`src/rtl/bit_deframer_pkg.sv`:
```
// Shared types and constants for the serial bit deframer.
// Consumed by bit_deframer, its bit sampler and the bus interface.
package bit_deframer_pkg;

  localparam int unsigned BYTE_W        = 8;
  localparam int unsigned FRAME_CNT_W   = 16;
  localparam int unsigned DEF_SYNC_W    = 16;
  localparam logic [DEF_SYNC_W-1:0] DEF_SYNC_WORD = 16'hEB90;

  typedef enum logic [1:0] {
    ST_HUNT  = 2'd0,
    ST_DATA  = 2'd1,
    ST_CHECK = 2'd2
  } state_e;

  // Bits needed to hold values 0..value-1.
  function automatic int unsigned clog2(input int unsigned value);
    int unsigned res;
    res = 0;
    while ((64'd1 << res) < 64'(value)) begin
      res = res + 1;
    end
    return res;
  endfunction

endpackage : bit_deframer_pkg

```
`src/rtl/bit_deframer_if.sv`:
```
// Line-side inputs and byte-side outputs of bit_deframer.
// master = the deframer itself, slave = the line driver / byte consumer.
interface bit_deframer_if;
  import bit_deframer_pkg::*;

  logic                   signal;
  logic                   clk_rec;
  logic [BYTE_W-1:0]      byte_data;
  logic                   byte_valid;
  logic                   byte_first;
  logic                   locked;
  logic                   sync_err;
  logic                   pol_inv;
  logic [FRAME_CNT_W-1:0] frame_cnt;

  modport master (
    input  signal,
    input  clk_rec,
    output byte_data,
    output byte_valid,
    output byte_first,
    output locked,
    output sync_err,
    output pol_inv,
    output frame_cnt
  );

  modport slave (
    output signal,
    output clk_rec,
    input  byte_data,
    input  byte_valid,
    input  byte_first,
    input  locked,
    input  sync_err,
    input  pol_inv,
    input  frame_cnt
  );

endinterface : bit_deframer_if

```
`src/rtl/bit_deframer_bit_sampler.sv`:
```
// Synchronises the raw line, detects recovered-clock rising edges and shifts
// polarity-corrected bits into the sync/data shift register.
module bit_deframer_bit_sampler
  import bit_deframer_pkg::*;
#(
  parameter int unsigned SYNC_W = DEF_SYNC_W
) (
  input  logic              clk,
  input  logic              rst_n,
  input  logic              signal_i,
  input  logic              clk_rec_i,
  input  logic              pol_inv_i,
  output logic              bit_tick_o,
  output logic [SYNC_W-1:0] sr_o
);

  logic              sync1_q;
  logic              sync2_q;
  logic              rec_q;
  logic              tick_q;
  logic [SYNC_W-1:0] sr_q;
  logic              bit_tick_c;

  assign bit_tick_c = clk_rec_i & ~rec_q;

  // bit_tick_o lags the shift by one cycle so it always sees the updated sr.
  always_ff @(posedge clk or negedge rst_n) begin
    if (!rst_n) begin
      sync1_q <= 1'b0;
      sync2_q <= 1'b0;
      rec_q   <= 1'b0;
      tick_q  <= 1'b0;
      sr_q    <= '0;
    end else begin
      sync1_q <= signal_i;
      sync2_q <= sync1_q;
      rec_q   <= clk_rec_i;
      tick_q  <= bit_tick_c;
      if (bit_tick_c) begin
        sr_q <= {sr_q[SYNC_W-2:0], sync2_q ^ pol_inv_i};
      end
    end
  end

  assign bit_tick_o = tick_q;
  assign sr_o       = sr_q;

endmodule : bit_deframer_bit_sampler

```
`src/rtl/bit_deframer.sv`:
```
// Sync-word hunting frame deframer with flywheel lock and byte output.
// Optional BIT_DEFRAMER_POLARITY_EN: lock on the inverted sync word and invert the line.
module bit_deframer
  import bit_deframer_pkg::*;
#(
  parameter int unsigned       SYNC_W      = DEF_SYNC_W,
  parameter logic [SYNC_W-1:0] SYNC_WORD   = SYNC_W'(DEF_SYNC_WORD),
  parameter int unsigned       FRAME_BYTES = 32,
  parameter int unsigned       MAX_MISS    = 3
) (
  input  logic           clk_300M,
  input  logic           rst_n,
  bit_deframer_if.master bus
);

  localparam int unsigned BIT_CNT_W  = clog2(SYNC_W);
  localparam int unsigned BYTE_CNT_W = clog2(FRAME_BYTES + 1);
  localparam int unsigned MISS_W     = 4;

  localparam logic [BIT_CNT_W-1:0]  LAST_DATA_BIT = BIT_CNT_W'(BYTE_W - 1);
  localparam logic [BIT_CNT_W-1:0]  LAST_SYNC_BIT = BIT_CNT_W'(SYNC_W - 1);
  localparam logic [BYTE_CNT_W-1:0] LAST_BYTE     = BYTE_CNT_W'(FRAME_BYTES - 1);
  localparam logic [MISS_W-1:0]     MISS_LIMIT    = MISS_W'(MAX_MISS);

  state_e                 state_q,      state_d;
  logic [BIT_CNT_W-1:0]   bit_cnt_q,    bit_cnt_d;
  logic [BYTE_CNT_W-1:0]  byte_cnt_q,   byte_cnt_d;
  logic [MISS_W-1:0]      miss_q,       miss_d;
  logic                   locked_q,     locked_d;
  logic [BYTE_W-1:0]      byte_data_q,  byte_data_d;
  logic                   byte_valid_q, byte_valid_d;
  logic                   byte_first_q, byte_first_d;
  logic                   sync_err_q,   sync_err_d;
  logic [FRAME_CNT_W-1:0] frame_cnt_q,  frame_cnt_d;

  logic                   bit_tick_w;
  logic [SYNC_W-1:0]      sr_w;
  logic                   pol_inv_w;
  logic                   sync_hit_c;
  logic                   sync_inv_hit_c;
  logic [MISS_W-1:0]      miss_inc_c;

  bit_deframer_bit_sampler #(
    .SYNC_W (SYNC_W)
  ) u_bit_sampler (
    .clk        (clk_300M),
    .rst_n      (rst_n),
    .signal_i   (bus.signal),
    .clk_rec_i  (bus.clk_rec),
    .pol_inv_i  (pol_inv_w),
    .bit_tick_o (bit_tick_w),
    .sr_o       (sr_w)
  );

  assign sync_hit_c = (sr_w == SYNC_WORD);
  assign miss_inc_c = miss_q + MISS_W'(1);

`ifdef BIT_DEFRAMER_POLARITY_EN
  logic pol_inv_q, pol_inv_d;

  assign sync_inv_hit_c = (sr_w == ~SYNC_WORD);
  assign pol_inv_w      = pol_inv_q;

  always_ff @(posedge clk_300M or negedge rst_n) begin
    if (!rst_n) begin
      pol_inv_q <= 1'b0;
    end else begin
      pol_inv_q <= pol_inv_d;
    end
  end
`else
  assign sync_inv_hit_c = 1'b0;
  assign pol_inv_w      = 1'b0;
`endif

  // Next-state and output decode; everything advances only on a bit tick.
  always_comb begin
    state_d      = state_q;
    bit_cnt_d    = bit_cnt_q;
    byte_cnt_d   = byte_cnt_q;
    miss_d       = miss_q;
    locked_d     = locked_q;
    byte_data_d  = byte_data_q;
    byte_valid_d = 1'b0;
    byte_first_d = 1'b0;
    sync_err_d   = 1'b0;
    frame_cnt_d  = frame_cnt_q;
`ifdef BIT_DEFRAMER_POLARITY_EN
    pol_inv_d    = pol_inv_q;
`endif

    if (bit_tick_w) begin
      case (state_q)
        ST_HUNT: begin
          if (sync_hit_c || sync_inv_hit_c) begin
            state_d    = ST_DATA;
            locked_d   = 1'b1;
            bit_cnt_d  = '0;
            byte_cnt_d = '0;
            miss_d     = '0;
`ifdef BIT_DEFRAMER_POLARITY_EN
            pol_inv_d  = sync_inv_hit_c;
`endif
          end
        end

        ST_DATA: begin
          if (bit_cnt_q == LAST_DATA_BIT) begin
            bit_cnt_d    = '0;
            byte_data_d  = sr_w[BYTE_W-1:0];
            byte_valid_d = 1'b1;
            byte_first_d = (byte_cnt_q == '0);
            if (byte_cnt_q == LAST_BYTE) begin
              byte_cnt_d = '0;
              state_d    = ST_CHECK;
            end else begin
              byte_cnt_d = byte_cnt_q + BYTE_CNT_W'(1);
            end
          end else begin
            bit_cnt_d = bit_cnt_q + BIT_CNT_W'(1);
          end
        end

        ST_CHECK: begin
          if (bit_cnt_q == LAST_SYNC_BIT) begin
            bit_cnt_d  = '0;
            byte_cnt_d = '0;
            if (sync_hit_c) begin
              miss_d  = '0;
              state_d = ST_DATA;
              if (frame_cnt_q != {FRAME_CNT_W{1'b1}}) begin
                frame_cnt_d = frame_cnt_q + FRAME_CNT_W'(1);
              end
            end else begin
              sync_err_d = 1'b1;
              miss_d     = miss_inc_c;
              // Flywheel: keep the frame alignment until the miss budget runs out.
              if (miss_inc_c == MISS_LIMIT) begin
                locked_d = 1'b0;
                state_d  = ST_HUNT;
`ifdef BIT_DEFRAMER_POLARITY_EN
                pol_inv_d = 1'b0;
`endif
              end else begin
                state_d = ST_DATA;
              end
            end
          end else begin
            bit_cnt_d = bit_cnt_q + BIT_CNT_W'(1);
          end
        end

        default: begin
          state_d = ST_HUNT;
        end
      endcase
    end
  end

  always_ff @(posedge clk_300M or negedge rst_n) begin
    if (!rst_n) begin
      state_q      <= ST_HUNT;
      bit_cnt_q    <= '0;
      byte_cnt_q   <= '0;
      miss_q       <= '0;
      locked_q     <= 1'b0;
      byte_data_q  <= '0;
      byte_valid_q <= 1'b0;
      byte_first_q <= 1'b0;
      sync_err_q   <= 1'b0;
      frame_cnt_q  <= '0;
    end else begin
      state_q      <= state_d;
      bit_cnt_q    <= bit_cnt_d;
      byte_cnt_q   <= byte_cnt_d;
      miss_q       <= miss_d;
      locked_q     <= locked_d;
      byte_data_q  <= byte_data_d;
      byte_valid_q <= byte_valid_d;
      byte_first_q <= byte_first_d;
      sync_err_q   <= sync_err_d;
      frame_cnt_q  <= frame_cnt_d;
    end
  end

  assign bus.byte_data  = byte_data_q;
  assign bus.byte_valid = byte_valid_q;
  assign bus.byte_first = byte_first_q;
  assign bus.locked     = locked_q;
  assign bus.sync_err   = sync_err_q;
  assign bus.pol_inv    = pol_inv_w;
  assign bus.frame_cnt  = frame_cnt_q;

endmodule : bit_deframer

```
`src/flat_wrapper.sv`:
```
// flat-port wrapper written by rule: the top's interface ports become plain ports
module bit_deframer_flat import bit_deframer_pkg::*;
#(
  parameter int unsigned       SYNC_W      = DEF_SYNC_W,
  parameter logic [SYNC_W-1:0] SYNC_WORD   = SYNC_W'(DEF_SYNC_WORD),
  parameter int unsigned       FRAME_BYTES = 32,
  parameter int unsigned       MAX_MISS    = 3
)
  (clk_300M, rst_n, bus_signal, bus_clk_rec, bus_byte_data, bus_byte_valid, bus_byte_first, bus_locked, bus_sync_err, bus_pol_inv, bus_frame_cnt);
  bit_deframer_if bus_i ();
  input  logic clk_300M;
  input  logic rst_n;
  input wire logic [$bits(bus_i.signal)-1:0] bus_signal;
  input wire logic [$bits(bus_i.clk_rec)-1:0] bus_clk_rec;
  output wire logic [$bits(bus_i.byte_data)-1:0] bus_byte_data;
  output wire logic [$bits(bus_i.byte_valid)-1:0] bus_byte_valid;
  output wire logic [$bits(bus_i.byte_first)-1:0] bus_byte_first;
  output wire logic [$bits(bus_i.locked)-1:0] bus_locked;
  output wire logic [$bits(bus_i.sync_err)-1:0] bus_sync_err;
  output wire logic [$bits(bus_i.pol_inv)-1:0] bus_pol_inv;
  output wire logic [$bits(bus_i.frame_cnt)-1:0] bus_frame_cnt;
  assign bus_i.signal = bus_signal;
  assign bus_i.clk_rec = bus_clk_rec;
  assign bus_byte_data = bus_i.byte_data;
  assign bus_byte_valid = bus_i.byte_valid;
  assign bus_byte_first = bus_i.byte_first;
  assign bus_locked = bus_i.locked;
  assign bus_sync_err = bus_i.sync_err;
  assign bus_pol_inv = bus_i.pol_inv;
  assign bus_frame_cnt = bus_i.frame_cnt;
  bit_deframer #(.SYNC_W(SYNC_W), .SYNC_WORD(SYNC_WORD), .FRAME_BYTES(FRAME_BYTES), .MAX_MISS(MAX_MISS)) u_core (.clk_300M(clk_300M), .rst_n(rst_n), .bus(bus_i));
endmodule
```
`config.mk`:
```
export PLATFORM = sky130hd
export DESIGN_NAME = bit_deframer_flat
export DESIGN_NICKNAME = d
export VERILOG_FILES = /design/src/rtl/bit_deframer_pkg.sv /design/src/rtl/bit_deframer_if.sv /design/src/rtl/bit_deframer_bit_sampler.sv /design/src/rtl/bit_deframer.sv /design/src/flat_wrapper.sv
export SDC_FILE = /design/constraint.sdc
export NUM_CORES = 1
export LEC_CHECK = 0
export ABC_CLOCK_PERIOD_IN_PS = 2200
export CAP_MARGIN = 20
export CORE_MARGIN = 4
export CORE_UTILIZATION = 40
export DETAILED_ROUTE_END_ITERATION = 8
export HOLD_SLACK_MARGIN = 0.08
export PLACE_DENSITY = 0.73
export REMOVE_ABC_BUFFERS = 1
export SLEW_MARGIN = 20
export SYNTH_ARGS = -nofsm -noshare
export SYNTH_HDL_FRONTEND = slang
export SYNTH_SLANG_ARGS = --single-unit
```
`constraint.sdc`:
```
create_clock -name clk_300M -period 2.2 [get_ports clk_300M]
set_clock_uncertainty 0.05 [all_clocks]
set_input_delay 0.44 -clock clk_300M [delete_from_list [all_inputs] [get_ports clk_300M]]
set_output_delay 0.44 -clock clk_300M [all_outputs]
set_load 0.02 [all_outputs]
```
After elaboration in Yosys (flattened, before gate mapping). Cells that the tools add are included.

$add $sub $neg: 4. Eq/ne operators: 14. Mux-type cells: 34. Bitwise gates (word level): 2. Reductions and logical operators: 11.

Operators with widths (count): $mux 6 (4); $mux 4 (5); $pmux 6 s3 (1); $add 16x1->16 const B (1); $eq 16x16->1 const B (1); $ne 16x16->1 const B (1); $mux 1 (15); $reduce_and 5->1 (3); $pmux 4 s3 (1); $mux 2 (5); $ne 2x1->1 const B (5); $add 4x1->4 const B (2); $pmux 4 s2 (1); $add 6x1->6 const B (1); $eq 6x5->1 const B (1); $logic_not 6->1 (1); $pmux 2 s3 (1); $reduce_and 3->1 (2); $reduce_and 6->1 (1); $eq 4x2->1 const B (1); $eq 4x3->1 const B (1); $eq 4x4->1 const B (1); $reduce_and 4->1 (1); $reduce_bool 3->1 (1); other kinds (8) (8).

Register bits after elaboration: 64. Input port bits: 4. Output and inout port bits: 29. Word-level logic and storage cells: 80.

Depth between registers and ports, before layout. Gate-level depths: netlist (run 1).

Depth after elaboration: 6. Gate-level depth with buffers: 9. Depth with buffers taken out: 7.

Cells and area by module. A second synthesis (run 1) with hierarchy kept.

Cells, all modules: 263. Area total of the unflattened synthesis: 3091.7 um^2.

Modules (own cells, without submodules): bit_deframer (instances 1, cells each 223, area an instance 2323.5 um^2, sequential area each 1101.1 um^2); bit_deframer_bit_sampler (instances 1, cells each 40, area an instance 768.2 um^2, sequential area each 500.5 um^2).

Worst setup path before layout (run 1). OpenSTA, ideal clock, no wires.

Path type: flip-flop to flip-flop. From: register u_core.u_bit_sampler.sr_q[1], in the netlist u_core.u_bit_sampler.sr_o[1]. To: register u_core.frame_cnt_q[10], in the netlist u_core.bus.frame_cnt[10]. Library setup time: 0.129 ns. Arrival: 2.257 ns. Required time: 2.021 ns. Path slack: -0.236 ns. Cell stages (with the launch flop): 8. Path buffers: 2. Clock period less this slack: 2.436 ns. Cell sequence: dfrtp_1 or4b_4 or4_1 buf_2 a211oi_4 buf_6 nand4_1 xnor2_1.

Word-level cells in the longest chain between the ends: 2.

Ends and longest elaborated chain: start, declared (line bit_deframer_bit_sampler.sv:21) `logic [SYNC_W-1:0] sr_q;`; start signal, assigned (line bit_deframer_bit_sampler.sv:40) `sr_q <= {sr_q[SYNC_W-2:0], sync2_q ^ pol_inv_i};`; $eq 16x16->1 (line bit_deframer.sv:55) `assign sync_hit_c = (sr_w == SYNC_WORD);`; $reduce_and 5->1 (no source line); end signal, assigned (line bit_deframer.sv:182) `frame_cnt_q <= frame_cnt_d;`; end, declared (line bit_deframer.sv:34) `logic [FRAME_CNT_W-1:0] frame_cnt_q, frame_cnt_d;`.

No other way between the ends. A chain may end at the register's enable or synchronous reset.

Worst setup path after layout (run 1).
From: register u_core.u_bit_sampler.sr_q[1], in the netlist u_core.u_bit_sampler.sr_o[1]. To: register u_core.byte_cnt_q[5].

Word-level cells in the longest chain between the ends: 3.

Ends and longest elaborated chain: $eq 16x16->1 (line bit_deframer.sv:55); $ne 2x1->1 (no source line); $reduce_and 5->1 (no source line); end signal, assigned (line bit_deframer.sv:175) `byte_cnt_q <= byte_cnt_d;`; end, declared (line bit_deframer.sv:27) `logic [BYTE_CNT_W-1:0] byte_cnt_q, byte_cnt_d;`.

No other way between the ends.

==> flow_summary.toml, run 1 <==
[yosys]
netlist_instances = 259
synth_edf_count = 0
synth_async_sr_flop_share_pct = 100
ys_seq_area_share_pct = 53.6
synthFlopType = "dfrtp_1"
ys_ff_latch = 64
yosysWarnings = 0
synthDistinctLibCells = 46
syn_avg_cell_area_um2 = 11.5
syn_area_um2 = 2990

[min_path]
holdCritPathClass = "reg -> reg"

[drt]
vias = 2224
wl_per_cell_um = 14.0
drc_errors = 0
wl_um = 6050
dr.pass1.iters = 4
drt_iter0_drc = 93
antenna_left = 0
viasPerCell = 5.15

[clock_network]
cts.sinks = 64
cts_made_buffers = 9
ctsHtreeMaxLevel = 3
cts_tree = "built"
clkTransAtPathRegs_ns = 0.07
root_buffer = "clkbuf_8"
clk_latency_ns = 0.34
clockBufferDepth = 2

[layout]
final_common_cell = "dfrtp_1"
synthToLayoutAreaGrowth_pct = 33.6
final_nets = 342
num-fill-cells = 621
instances_no_fill = 432
post-route-util_pct = 55.0
final_cell_mix = "dfrtp_1 (64), clkdlybuf4s50_1 (30), mux2_2 (24), buf_4 (24), nand2_1 (20)"
multiInputGateArea_um2 = 1410
drive_gt1_share_pct = 29.4
seq_area_um2 = 1600
n_antenna_cell = 0

[pwr]
power_density_nw_per_um2 = 667
cellLeakagePower_nw = 1.77
vdd_drop_max_mv = 0.466

[status]
status = "finished, violations left"
violations = "negative setup slack"

[critical_path]
slowest_stage = "or4b_4"
critical_path_depth = 7
r2r_setup_slack_ns = -0.14
path_buf_inv = 2
cp.required_ns = 2.40
cp_slowest_stage_delay_ns = 0.55
startpoint = "u_core.u_bit_sampler.sr_o[1]"
cp_max_fo = 3
timing.critical_path.to = "u_core.byte_cnt_q[5]"
worstSetupStartpointType = "register"
arrival_ns = 2.54
crit_path_end_kind = "register"
reg2reg_depth = 7
r2r-start = "u_core.u_bit_sampler.sr_o[1]"
r2r-end = "u_core.byte_cnt_q[5]"
cp_top_family = "simple AND/OR/NAND/NOR gates"
crit_chain = "or4b_4 -> buf_6 -> o41ai_2 -> buf_4 -> nand4bb_1 -> or3_1 -> o21ai_1"
criticalPathCategory = "reg -> reg"

[global_routing]
grtUsageMet3_pct = 3.59
grt_pass1_wl_um = 10400
use_met1_pct = 19.9
antenna_found_initial = 0
track_usage_pct = 14.8
grt-ovfl-total = 0
grt-busiest-layer = "met2"
use_met2_pct = 22.6
grt_pass1_vias = 2233
grt_start_max_net_pins = 28

[timing]
rsz0062_at_grt = "true"
fin_crit_ns = 2.34
finalHoldViolations = 0
setup_viol = 31
final.period_utilization_pct = 106
fin_ws_ns = -0.139
max_freq_mhz = 428
worstMarginPinSlew_ns = 0.646
slew_headroom_pct = 56.5
finalMaxSlewViolations = 0

[die]
dieArea_um2 = 8910
initial_core_util_pct = 41.2
ios = 33
coreArea_um2 = 7250
die_x_um = 94.4
fp.dieH_um = 94.4
num_rows = 31

[place]
port_buffers = 31
dp_hpwl_um = 4360
dp.cells = 412
gp_congestion = 0.787

[flow_run]
drv_cap = 0
## power by group
group	switching, mW	leakage [nW]	internal (mW)
registers	0.0736	0.863	1.30
logic	0.115	0.817	0.213
clock network	0.444	0.0920	0.517
## timing repair
| item | CTS | global route |
|---|---|---|
| hold endpoints to repair | 18 | 0 |
| hold buffers | 1 | 0 |
| pin swaps | 21 | 11 |
| resized for setup | 29 | 14 |
| setup endpoints to repair | 31 | 33 |
| buffers inserted | 2 | 2 |
## cells in the mapped netlist (2+ instances only)
master	n	share of area, %
o41ai_1	2	0.59
inv_1	8	1.0
nor3_1	5	0.84
a22o_1	2	0.59
nand4_1	8	1.7
nor2_1	8	1.0
nand3_1	18	3.0
nand4b_1	3	0.88
o31ai_1	4	1.0
a21oi_1	2	0.34
nor4_1	2	0.42
o21ai_0	14	2.3
or3_1	2	0.42
ha_1	10	4.2
nand3b_1	5	1.3
buf_2	2	0.34
nand2_1	22	2.8
nor2b_1	2	0.42
clkbuf_1	6	0.75
xnor2_1	13	3.8
or4_1	2	0.50
mux2_2	26	9.8
and3_1	5	1.0
dfrtp_1	64	54
nand2b_1	2	0.42
and2_1	2	0.42
## area by class of cell
class                           instances  share of cell area [%]
Clock buffer                           10                    3.20
Clock inverter                          6                    1.50
Inverter                                8                   0.752
Multi-Input combinational cell        177                    35.3
Sequential cell                        64                    40.1
Tap cell                               99                    3.10
Timing Repair Buffer                   68                    16.0
## state kept, by name, summed over array words and instances (netlist names)
signal	cells
u_core.u_bit_sampler.rec_q	1
u_core.byte_cnt_q	6
u_core.bit_cnt_q	4
u_core.bus.byte_first	1
u_core.bus.byte_data	8
u_core.u_bit_sampler.sync2_q	1
u_core.bus.sync_err	1
u_core.u_bit_sampler.sync1_q	1
u_core.u_bit_sampler.bit_tick_o	1
u_core.u_bit_sampler.sr_o	16
u_core.bus.byte_valid	1
u_core.miss_q	4
u_core.bus.locked	1
u_core.bus.frame_cnt	16
u_core.state_q	2
## cell families (layout without fill, tap and decap cells)
| group | after synthesis | in the layout | share of synthesized area (%) |
|---|---|---|---|
| compound gates | 33 | 33 | 8.09 |
| buf+inv | 18 | 92 | 2.72 |
| flops | 64 | 64 | 53.6 |
| fa+ha+maj | 10 | 10 | 4.19 |
| other cells | 1 | 1 | 0.126 |
| xor+xnor | 14 | 14 | 4.11 |
| mux | 26 | 26 | 9.80 |
| simple gates | 93 | 93 | 17.3 |
## layer usage
| metal | routed length, um | vias up |
|---|---|---|
| met4 | 87 | 0 |
| met1 | 2810 | 1099 |
| li1 | - | 1077 |
| met2 | 2930 | 39 |
| met5 | 0 | - |
| met3 | 223 | 9 |
## worst min-delay path by stage
stage | start | end | slack [ns] | cells past startpoint
after global placement | u_core.u_bit_sampler.sync1_q | u_core.u_bit_sampler.sync2_q | 0.29 | 0
after floorplan | rst_n | u_core.bit_cnt_q[0] | 0.09 | 0
after detailed placement | u_core.u_bit_sampler.sync1_q | u_core.u_bit_sampler.sync2_q | 0.29 | 0
after global routing | u_core.u_bit_sampler.sync1_q | u_core.u_bit_sampler.sync2_q | 0.32 | 0
final | u_core.u_bit_sampler.sync1_q | u_core.u_bit_sampler.sync2_q | 0.31 | 0
after CTS | u_core.u_bit_sampler.sync1_q | u_core.u_bit_sampler.sync2_q | 0.31 | 0
## per-stage QoR
step,power (mW),hold slack (ns),instance area [um2],TNS (ns),setup WS (ns)
floorplan,1.52,0.0944,2940,-4.88,-0.356
global placement,1.69,0.290,3620,-2.99,-0.164
detailed placement,1.71,0.293,3620,-4.09,-0.202
CTS,2.69,0.311,3940,-2.68,-0.148
global route,2.79,0.316,3990,-4.83,-0.221
finish,2.66,0.307,3990,-2.12,-0.139
(Power assumes the default switching activity.)
==> inputs of run 2 (changes only) <==
--- a/config.mk
+++ b/config.mk
@@ -8,12 +8,11 @@
 export ABC_CLOCK_PERIOD_IN_PS = 2200
 export CAP_MARGIN = 20
 export CORE_MARGIN = 4
-export CORE_UTILIZATION = 40
+export CORE_UTILIZATION = 45
 export DETAILED_ROUTE_END_ITERATION = 8
 export HOLD_SLACK_MARGIN = 0.08
-export PLACE_DENSITY = 0.73
+export PLACE_DENSITY = 0.8
 export REMOVE_ABC_BUFFERS = 1
-export SLEW_MARGIN = 20
 export SYNTH_ARGS = -nofsm -noshare
 export SYNTH_HDL_FRONTEND = slang
 export SYNTH_SLANG_ARGS = --single-unit
==> run 2 against run 1 <==
Compared with the run above: the flow still finishes with violations (negative setup slack); power grew 6.6%; routed wire length is 10% higher; critical path depth shrank 1; hold slack lost 0.0045 ns; critical endpoint is now u_core.bus.frame_cnt[15]; first-iteration DRC count up 90%; sequential power about the same; clock power up 20%.
==> flow_summary.toml, run 2 (synthesized netlist as in run 1, its figures left out) <==
[die]
initial_core_util_pct = 46.8
num_rows = 29
ios = 33
fp.dieH_um = 89.5
dieArea_um2 = 8000
coreArea_um2 = 6390
die_x_um = 89.5

[clock_network]
clockBufferDepth = 2
cts_tree = "built"
clk_latency_ns = 0.34
ctsHtreeMaxLevel = 3
cts_made_buffers = 9
cts.sinks = 64
root_buffer = "clkbuf_8"
clkTransAtPathRegs_ns = 0.07

[global_routing]
grt-ovfl-total = 0
track_usage_pct = 18.7
grt_pass1_wl_um = 11200
grt_start_max_net_pins = 31
antenna_found_initial = 0
grt_pass1_vias = 2325

[min_path]
min_from = "u_core.u_bit_sampler.sync1_q"
hold_end = "u_core.u_bit_sampler.sync2_q"
holdCritPathClass = "reg -> reg"
holdPathStages = 0

[critical_path]
criticalPathCategory = "reg -> reg"
cp.required_ns = 2.40
r2r-end = "u_core.bus.frame_cnt[15]"
crit_path_end_kind = "register"
r2r_setup_slack_ns = -0.14
cp_max_fo = 8
arrival_ns = 2.54
worstSetupStartpointType = "register"
r2r-start = "u_core.u_bit_sampler.sr_o[6]"
reg2reg_depth = 6

[layout]
final_cell_mix = "dfrtp_1 (64), clkdlybuf4s50_1 (30), buf_4 (26), mux2_2 (24), nand2_1 (21)"
final_common_cell = "dfrtp_1"
final_nets = 340
post-route-util_pct = 62.8
n_antenna_cell = 0
drive_gt1_share_pct = 30.2
synthToLayoutAreaGrowth_pct = 34.3
num-fill-cells = 452

[status]
status = "finished, violations left"
violations = "negative setup slack"

[timing]
slew_headroom_pct = 60.0
fin_ws_ns = -0.145
finalMaxSlewViolations = 0
final.period_utilization_pct = 107
setup_tns_ns = -2.13
fin_crit_ns = 2.34
worstMarginPinSlew_ns = 0.598
setup_viol = 28
holdWs_ns = 0.302
rsz0062_at_grt = "true"
max_freq_mhz = 427
finalHoldViolations = 0

[pwr]
power_density_nw_per_um2 = 708
vdd_drop_max_mv = 0.692
cellLeakagePower_nw = 1.74

[drt]
wl_um = 6670
wl_per_cell_um = 16.3
drt_iter0_drc = 177
antenna_left = 0
drc_errors = 0
viasPerCell = 5.60
dr.pass1.iters = 5
vias = 2285

[place]
preCtsSetupSlack_ns = -0.222
dp_hpwl_um = 4170
port_buffers = 31
gp_congestion = 0.843

[flow_run]
drv_cap = 0
## run 2: cell types whose count changed in the layout (fill, tap and decap cells not counted), sizes merged
cell and change:
clkinvlp +1, clkinv -3, inv +1, bufinv +1, buf -2
## run 2: worst max-delay path by stage
stage	end	slack, ns	start
final	u_core.bus.frame_cnt[15]	-0.14	u_core.u_bit_sampler.sr_o[6]
after global routing	u_core.bus.frame_cnt[15]	-0.26	u_core.u_bit_sampler.sr_o[6]
after CTS	u_core.bus.frame_cnt[5]	-0.16	u_core.u_bit_sampler.sr_o[6]
after detailed placement	u_core.bus.frame_cnt[14]	-0.22	u_core.u_bit_sampler.sr_o[1]
after global placement	u_core.bus.frame_cnt[1]	-0.20	u_core.u_bit_sampler.sr_o[1]
after floorplan	u_core.bus.frame_cnt[1]	-0.36	u_core.u_bit_sampler.sr_o[1]
## run 2: metal layers
layer	GRT usage (%)	wire length (um)	vias to the layer above
met5	0	0	-
met4	7.71	116	0
met3	5.62	290	11
met2	29.3	3270	69
met1	24.1	2990	1143
li1	-	-	1062
## run 2: what timing repair did
item                                   CTS  global route
setup endpoints to repair               30            33
pin swaps                               16            16
hold buffers                             1             0
gates cloned                             1             0
gates resized for setup                 20            18
setup buffers                            4             3
endpoints found under the hold margin   23             0
## run 2: layout make-up
cell class	count	area, um2	area share (%)
flip-flops and latches	64	1600	39.9
multi-input cells	177	1440	35.8
repair buffers	66	618	15.4
clock buffers	10	138	3.43
well taps	77	96.3	2.40
clock inverters	6	91.3	2.28
inverters	8	30.0	0.749
## run 2: power by group
group          switching (mW)  internal [mW]  total, mW  leakage [nW]
sequential             0.0753           1.30       1.37         0.863
clock                   0.477          0.672       1.15         0.105
combinational           0.115          0.200      0.315         0.772
total                   0.668           2.17       2.84          1.74
## run 2: through the flow
step / instances / total power [mW] / cell area, um2
5_1_grt: 408 / 2.95 / 4010
6_report: 408 / 2.84 / 4010
2_1_floorplan: 249 / 1.52 / 2940
3_5_place_dp: 384 / 1.70 / 3560
3_3_place_gp: 384 / 1.69 / 3560
4_1_cts: 406 / 2.86 / 3950
## run 2: worst max-delay path, stage by stage (launching register included)
cell,delay [ns]
dfrtp_1,0.38
or4b_4,0.55
or4_4,0.52
a211oi_4,0.25
buf_12,0.17
nand4_1,0.11
xnor2_1,0.22
